==> config.mk <==
export PLATFORM = sky130hd
export DESIGN_NAME = mul_seq_ctrl
export DESIGN_NICKNAME = d
export VERILOG_FILES = /design/src/rtl/mul_seq_ctrl.sv
export SDC_FILE = /design/constraint.sdc
export NUM_CORES = 1
export LEC_CHECK = 0
export ABC_CLOCK_PERIOD_IN_PS = 5500
export CAP_MARGIN = 10
export CORE_MARGIN = 2
export CORE_UTILIZATION = 40
export DETAILED_ROUTE_END_ITERATION = 12
export SYNTH_ARGS = -nofsm -noshare
export SYNTH_HDL_FRONTEND = slang
export SYNTH_SLANG_ARGS = --single-unit
==> constraint.sdc <==
create_clock -name clk -period 5.5 [get_ports clk]
set_input_delay 1.1 -clock clk [delete_from_list [all_inputs] [get_ports clk]]
set_output_delay 1.1 -clock clk [all_outputs]
set_load 0.1 [all_outputs]
==> src/rtl/mul_seq_ctrl.sv <==
// -----------------------------------------------------------------------------
// mul_seq_ctrl
//   Iterative shift-add multiplier controller for the execute stage. One
//   partial product is added per clock through a single WIDTH+1-bit adder, so
//   a full 2*WIDTH-bit product takes WIDTH iterations plus one sign-fixup
//   cycle. Signed operands are handled by multiplying magnitudes and negating
//   the final product when the operand signs differ.
//
//   Ports
//     clk        rising-edge clock
//     rst        asynchronous, active-high reset
//     start      request a multiply; accepted only when not busy
//     signed_op  1 = two's-complement operands, 0 = unsigned (sampled with start)
//     a          multiplicand (sampled with start)
//     b          multiplier   (sampled with start)
//     abort      synchronous cancel of the operation in flight
//     busy       operation in progress; start ignored while high
//     done       one-cycle pulse; lo/hi valid from this cycle
//     lo         product bits [WIDTH-1:0]
//     hi         product bits [2*WIDTH-1:WIDTH]
// -----------------------------------------------------------------------------
module mul_seq_ctrl #(
   parameter int unsigned WIDTH = 16
) (
   input  logic             clk,
   input  logic             rst,
   input  logic             start,
   input  logic             signed_op,
   input  logic [WIDTH-1:0] a,
   input  logic [WIDTH-1:0] b,
   input  logic             abort,
   output logic             busy,
   output logic             done,
   output logic [WIDTH-1:0] lo,
   output logic [WIDTH-1:0] hi
);

   localparam int unsigned CW = $clog2(WIDTH + 1);

   localparam logic [1:0] IDLE = 2'd0;
   localparam logic [1:0] RUN  = 2'd1;
   localparam logic [1:0] SIGN = 2'd2;
   localparam logic [1:0] DONE = 2'd3;

   logic [1:0]         state;
   logic [WIDTH-1:0]   mcand;
   logic [WIDTH-1:0]   mplier;
   logic [2*WIDTH-1:0] acc;
   logic               neg_flag;
   logic [CW-1:0]      count;

   logic               can_accept;
   logic               accept;
   logic               a_neg;
   logic               b_neg;
   logic [WIDTH-1:0]   a_mag;
   logic [WIDTH-1:0]   b_mag;
   logic [WIDTH-1:0]   addend;
   logic [WIDTH:0]     sum;
   logic [2*WIDTH-1:0] prod_final;
   logic               last_iter;

   // IDLE and DONE both accept a new request; abort always wins over start.
   always_comb begin
      can_accept = (state == IDLE) || (state == DONE);
      accept     = can_accept && start && !abort;
   end

   // Operand magnitudes. The most negative value maps onto itself, which is
   // the correct unsigned magnitude (2^(WIDTH-1)) at WIDTH bits.
   always_comb begin
      a_neg = signed_op && a[WIDTH-1];
      b_neg = signed_op && b[WIDTH-1];
      a_mag = a_neg ? ('0 - a) : a;
      b_mag = b_neg ? ('0 - b) : b;
   end

   // One shift-add iteration: the carry out of the upper-half add becomes the
   // new accumulator MSB as everything shifts right by one.
   always_comb begin
      addend     = mplier[0] ? mcand : '0;
      sum        = {1'b0, acc[2*WIDTH-1:WIDTH]} + {1'b0, addend};
      prod_final = neg_flag ? ('0 - acc) : acc;
      last_iter  = (count == CW'(WIDTH - 1));
   end

   always_ff @(posedge clk or posedge rst) begin
      if (rst) begin
         state    <= IDLE;
         mcand    <= '0;
         mplier   <= '0;
         acc      <= '0;
         neg_flag <= 1'b0;
         count    <= '0;
         lo       <= '0;
         hi       <= '0;
      end else begin
         case (state)
            IDLE, DONE: begin
               if (accept) begin
                  mcand    <= a_mag;
                  mplier   <= b_mag;
                  neg_flag <= a_neg ^ b_neg;
                  acc      <= '0;
                  count    <= '0;
                  state    <= RUN;
               end else begin
                  state    <= IDLE;
               end
            end

            RUN: begin
               if (abort) begin
                  state <= IDLE;
               end else begin
                  acc    <= {sum, acc[WIDTH-1:1]};
                  mplier <= mplier >> 1;
                  count  <= count + CW'(1);
                  if (last_iter) begin
                     state <= SIGN;
                  end
               end
            end

            SIGN: begin
               if (abort) begin
                  state <= IDLE;
               end else begin
                  lo    <= prod_final[WIDTH-1:0];
                  hi    <= prod_final[2*WIDTH-1:WIDTH];
                  state <= DONE;
               end
            end

            default: begin
               state <= IDLE;
            end
         endcase
      end
   end

   always_comb begin
      busy = (state == RUN) || (state == SIGN);
      done = (state == DONE);
   end

endmodule

==> results of run 1 <==
==> cell type report <==
type                            count  share of cell area [%]
Inverter                           23                    1.20
Tap cell                          211                    3.56
Clock inverter                      4                   0.304
Clock buffer                       11                    3.14
Sequential cell                   104                    35.1
Timing Repair Buffer               75                    9.96
Multi-Input combinational cell    566                    46.7
==> per-stage QoR <==
stage	hold WS, ns	power [µW]
2_1_floorplan	0.442	1260
5_1_grt	0.501	2080
3_3_place_gp	0.458	1390
3_5_place_dp	0.464	1400
4_1_cts	0.479	1990
6_report	0.474	1960
==> how the worst max path moves through the flow <==
stage / end / slack [ns] / cells past startpoint
final: busy / 2.06 / 4
after detailed placement: mplier[14]$_DFFE_PP0P_ / 2.07 / 9
after global routing: busy / 1.98 / 4
after global placement: mplier[14]$_DFFE_PP0P_ / 2.12 / 9
after floorplan: acc[0]$_DFFE_PP0P_ / 1.67 / 1
after CTS: busy / 2.04 / 4
==> sequential cells by signal, indices dropped and copies added, names as in the netlist <==
signal / flops
hi: 16
neg_flag: 1
count: 5
lo: 16
mplier: 16
mcand: 16
state: 2
acc: 32
==> critical path: cells and delay by family (launching register included) <==
family     cells  cell delay, ns
flops          1            0.37
buf+inv        3            1.26
fa+ha+maj      1            0.35
==> cells in the mapped netlist (2+ instances only) <==
master    instances
o21a_1            5
or4_4             2
o22ai_1           3
inv_1            23
buf_1             6
or3_1            10
a22o_1            3
dfrtp_1         104
o41ai_2           4
nor2_1           42
o31ai_1          13
or4_1             5
ha_1             24
clkbuf_1         27
xnor2_1          33
a21oi_1          35
nor3b_1           2
nand3_1          30
a211oi_1          2
xor2_1           33
nor2b_1           2
nor3_1           14
and2_1           17
nand2b_1          3
o211ai_1          5
mux2i_1           7
or3_4             2
nand2_1         135
nand4_1           4
and3_1            6
a32o_1            2
o21ai_0          84
a21o_1            3
nor4_1            3
o21ai_1           3
or2_2             4
==> metal layers <==
metal  GRT usage, %  vias to the layer above  routed length, µm  share of wire (%)
met1           24.1                     2436               6820                 49
li1               -                     2642                  -                  -
met5              0                        -                  0                  0
met4           4.41                        0                150                1.1
met3           3.26                       14                588                4.2
met2           28.0                      106               6310                 46
==> kinds of logic (layout without fill, tap and decap cells) <==
family	count (synthesis)	after routing
AO/OA/AOI/OAI	177	177
buffers and inverters	56	113
adder cells (fa/ha/maj)	25	25
flip-flops	104	104
XOR/XNOR	66	66
multiplexers	7	7
AND/OR/NAND/NOR	291	291
==> placed cells by master (no fill, tap or decap), types with 10 or more instances in the layout <==
| master | instances |
|---|---|
| nor2_1 | 42 |
| or3_1 | 10 |
| o31ai_1 | 13 |
| xor2_1 | 33 |
| dfrtp_1 | 104 |
| nor3_1 | 14 |
| clkdlybuf4s50_1 | 70 |
| nand3_1 | 30 |
| inv_1 | 22 |
| o21ai_0 | 84 |
| and2_1 | 17 |
| ha_1 | 24 |
| xnor2_1 | 33 |
| nand2_1 | 135 |
| a21oi_1 | 34 |
==> power groups by stage <==
stage / clock, µW / sequential (µW) / combinational, µW
global placement: 0 / 928 / 460
CTS: 598 / 917 / 472
floorplan: 0 / 916 / 341
finish: 577 / 917 / 470
detailed placement: 0 / 931 / 470
global route: 623 / 930 / 529
==> impl_metrics.tcl, run 1 <==
set metrics [dict create \
    p_int_uw 1330 \
    final_antenna_net_count 0 \
    synth-seq-cells 104 \
    overflow 0 \
    drtPass1Iterations 4 \
    r2r-end "acc[22]$_DFFE_PP0P_" \
    cts_resized 0 \
    critPathLaunchType "flip-flop" \
    whs_path_depth 2 \
    fin_ws_ns 2.06 \
    cts-buffers-inserted 9 \
    gp_congestion 0.789 \
    syn2layout_area_growth_pct 18.2 \
    p_sw_uw 630 \
    hold_path_end "mcand[15]$_DFFE_PP0P_" \
    vdd_ir_drop_max_mv 0.157 \
    cts_tree "done" \
    final-setup-viol-count 0 \
    instances_no_fill 994 \
    critPathSlowestCell "clkdlybuf4s50_1" \
    wl_per_cell_um 14.0 \
    grt_max_degree 79 \
    crit_top_cell "inv_1" \
    synthAdderAreaFrac_pct 5.11 \
    synthCells 726 \
    htreeDepth 3 \
    synth_top_area_cell "dfrtp_1" \
    synthesis.nets 788 \
    clock.fmax_mhz 290 \
    hold_path.class "flip-flop to flip-flop" \
    yosys.cell_types.count 62 \
    dp.final_hpwl_um 10200 \
    synthSimpleGateAreaFrac_pct 22.5 \
    port_buffers 70 \
    seqCellArea_um2 2600 \
    worstRegToRegCells 8 \
    crit_arrival_ns 2.34 \
    rows 45 \
    grt_pass1_vias 4843 \
    synth_top_family_by_area "simple AND/OR/NAND/NOR gates" \
    die_x_um 129 \
    critPathMaxStageDelay_ns 1.12 \
    r2r_slack_ns 2.44 \
    hold_viol_final 0 \
    root_buffer "clkbuf_16" \
    antenna_found_initial 0 \
    multi_input_area_um2 3470 \
    synth_edf_count 0 \
    fin_util_pct 48.6 \
    synth_area_leaders "dfrtp_1 (41%), nand2_1 (8.1%), o21ai_0 (6.7%)" \
    syn_area_um2 6270 \
    max_slew_margin_pct 31.8 \
    setup.worst_path.start "state[0]$_DFFE_PP0P_" \
    cts.sinks 104 \
    yosysTopAreaCellShare_pct 41.5 \
    finClkSkew_ns 0.00589 \
    final_max_slew_viol_count 0 \
    drive_gt1_share_pct 5.11 \
    pre_cts_ws_ns 2.07 \
    placed_area_um2 7160 \
    power_frac_comb_pct 23.9 \
    synth_xor_area_share_pct 9.22 \
    n_fill_cell 1512 \
    grt_use_total_pct 17.3 \
    yosysWarnings 0 \
    antenna_cells 0 \
    crit_path_end_kind "output port" \
    drt_iter0_drc 358 \
    io-pin-count 71 \
    min_period_ns 3.44 \
    avgSynthCellArea_um2 8.64 \
    final_nets 841 \
    placed_cells 979 \
    worstMarginPinSlew_ns 1.02 \
    status "complete, no violations" \
    die_area_um2 16700 \
    cts_hold_buf 0 \
    synth_ff_type "dfrtp_1" \
    ys_async_sr_fraction_pct 100 \
    wl_um 13900 \
    core_area_um2 15300 \
    path_class "flip-flop to output port" \
    fin_area_um2 7410 \
    start_util_pct 41.1 \
    num_vias 5198 \
    drc_errors 0 \
    clock_latency_ns 0.35 \
    path_cells "inv_1 > ha_1 > inv_1 > clkdlybuf4s50_1" \
    tns_ns 0 \
    grt_pass1_wl_um 23500 \
    viasPerCell 5.23 \
    dieHeight_um 129 \
    cts_setup_buffers 0 \
    rsz0062_at_grt "false" \
    drv_cap 0 \
    ys_seq_area_share_pct 41.5 \
    worstHoldStart "mcand[15]$_DFFE_PP0P_" \
    reg2reg_from "state[1]$_DFFE_PP0P_" \
    clkPwrFrac_pct 29.4 \
    synthMuxAreaShare_pct 1.12 \
    synth-compound-area-share_pct 17.2 \
    p_sw_share_pct 32.1 \
    seqPwrFrac_pct 46.7 \
    crit_fanout 5 \
    p_per_area_nw_per_um2 265 \
    power_leakage_uw 0.00330 \
    clk_pin_slew_worst_paths_ns 0.07 \
    cts_buffer_depth 2 \
    crit_required_ns 4.40 \
    finalCritPeriodShare_pct 62.6 \
]
(Power assumes the default switching activity.)
==> inputs of run 2 (changes only) <==
--- a/config.mk
+++ b/config.mk
@@ -5,7 +5,7 @@
 export SDC_FILE = /design/constraint.sdc
 export NUM_CORES = 1
 export LEC_CHECK = 0
-export ABC_CLOCK_PERIOD_IN_PS = 5500
+export ABC_CLOCK_PERIOD_IN_PS = 2950
 export CAP_MARGIN = 10
 export CORE_MARGIN = 2
 export CORE_UTILIZATION = 40
==> constraint.sdc (replaced) <==
create_clock -name clk -period 2.95 [get_ports clk]
set_input_delay 0.59 -clock clk [delete_from_list [all_inputs] [get_ports clk]]
set_output_delay 0.59 -clock clk [all_outputs]
set_load 0.1 [all_outputs]
==> impl_metrics.tcl, run 2 (synthesis results as in run 1) <==
set metrics [dict create \
    cts_setup_buffers 0 \
    seqCellArea_um2 2600 \
    multi_input_area_um2 3470 \
    hold_path.class "flip-flop to flip-flop" \
    grt_pass1_vias 4832 \
    rows 45 \
    largest_reg_flops 32 \
    start_util_pct 41.1 \
    final_nets 850 \
    cts-buffers-inserted 9 \
    crit_fanout 17 \
    vdd_ir_drop_max_mv 0.333 \
    hold_viol_final 0 \
    cts_buffer_depth 2 \
    wl_per_cell_um 13.9 \
    root_buffer "clkbuf_16" \
    top_register "acc" \
    critPathSlowestCell "dfrtp_1" \
    path_cells "and2_1 > ha_1 > inv_1 > fa_1 > nor2b_1 > o2111ai_1 > a21oi_1 > o21ai_0 > and3_1 > o32ai_1" \
    viasPerCell 5.09 \
    status "complete, no violations" \
    cts_tree "done" \
    final_antenna_net_count 0 \
    final_cell_mix "nand2_1 (135), dfrtp_1 (104), o21ai_0 (84), buf_4 (46), nor2_1 (42)" \
    final_max_slew_viol_count 0 \
    port_buffers 70 \
    min_period_ns 2.66 \
    critPathLaunchType "flip-flop" \
    setup.worst_path.start "mplier[0]$_DFFE_PP0P_" \
    rsz0062_at_grt "false" \
    power_leakage_uw 0.00344 \
    worstMarginPinSlew_ns 0.572 \
    finClkSkew_ns 0.00711 \
    dieHeight_um 129 \
    critPathMaxStageDelay_ns 0.54 \
    num_vias 5103 \
    clock.fmax_mhz 375 \
    crit_arrival_ns 2.93 \
    syn2layout_area_growth_pct 18.9 \
    grt_pass1_wl_um 23300 \
    clk_pin_slew_worst_paths_ns 0.07 \
    max_slew_margin_pct 61.9 \
    hold_slack_ns 0.470 \
    grt_use_total_pct 17.5 \
    overflow 0 \
    crit_required_ns 3.21 \
    instances_no_fill 1003 \
    cts.sinks 104 \
    core_area_um2 15300 \
    drc_errors 0 \
    final_common_cell "nand2_1" \
    finalCritPeriodShare_pct 90.3 \
    drv_cap 0 \
    antenna_cells 0 \
    cts_resized 0 \
    p_per_area_nw_per_um2 510 \
    drtPass1Iterations 4 \
    clock_latency_ns 0.36 \
    tns_ns 0 \
    placed_cells 988 \
    final-setup-viol-count 0 \
    path_class "flip-flop to flip-flop" \
    htreeDepth 3 \
    drt_iter0_drc 254 \
    n_fill_cell 1510 \
    gp_congestion 0.890 \
    dp.final_hpwl_um 10300 \
    cts_hold_buf 0 \
    wl_um 13900 \
    critPathBufInv 1 \
    crit_family "compound AO/OA/AOI/OAI gates" \
    drive_gt1_share_pct 10.6 \
    die_area_um2 16700 \
    die_x_um 129 \
    crit_path_end_kind "flip-flop" \
    io-pin-count 71 \
    reg2reg_from "mplier[0]$_DFFE_PP0P_" \
    antenna_found_initial 0 \
    grt_max_degree 105 \
    worstHoldStart "mcand[9]$_DFFE_PP0P_" \
]
[run 2: path summary, 6_finish.rpt]
kind / slack [ns] / cells past startpoint / endpoint
setup / recovery: 0.29 / 10 / acc[29]$_DFFE_PP0P_
hold / removal: 0.47 / 2 / mcand[9]$_DFFE_PP0P_
setup reg to reg: 0.29 / 10 / acc[29]$_DFFE_PP0P_
hold reg to reg: 0.47 / 2 / mcand[9]$_DFFE_PP0P_
max in group asynchronous: 1.78 / 3 / acc[19]$_DFFE_PP0P_
min in group asynchronous: 0.72 / 3 / hi[14]$_DFFE_PP0P_
[run 2: power by group]
part           total, µW  switching (µW)  internal (µW)  leakage (µW)
logic                896             529            368       0.00190
clock network       1210             535            672      0.000145
registers           1700             132           1570       0.00140
total               3800            1200           2610       0.00344
[run 2: final cells by class]
| cell class | count | share of cell area (%) |
|---|---|---|
| Clock buffer | 11 | 3.26 |
| Multi-Input combinational cell | 566 | 46.5 |
| Timing Repair Buffer | 84 | 10.0 |
| Inverter | 23 | 1.21 |
| Sequential cell | 104 | 34.9 |
| Tap cell | 211 | 3.54 |
| Clock inverter | 4 | 0.604 |
[run 2: routing by layer]
layer	wire length (µm)	up-vias	GRT usage [%]
met2	6160	95	27.4
met3	626	11	3.67
met4	193	0	6.27
met5	0	-	0
li1	-	2660	-
met1	6960	2337	24.0
[run 2: stage by stage]
step / setup slack, ns / cell area [µm²] / power [µW] / utilization [%]
floorplan: 0.550 / 6280 / 2340 / -
global placement: 0.106 / 7170 / 2600 / 47.0
detailed placement: 0.0413 / 7170 / 2630 / 47.0
CTS: 0.251 / 7460 / 3850 / 48.9
global route: 0.0394 / 7460 / 4020 / 48.9
finish: 0.286 / 7460 / 3800 / 48.9
[run 2: worst register-to-register path, delay by kind of cell, from the launching register on]
family | cells | cell delay, ns
compound gates | 4 | 0.82
fa+ha+maj | 2 | 0.57
buf+inv | 1 | 0.06
flops | 1 | 0.54
simple gates | 3 | 0.57
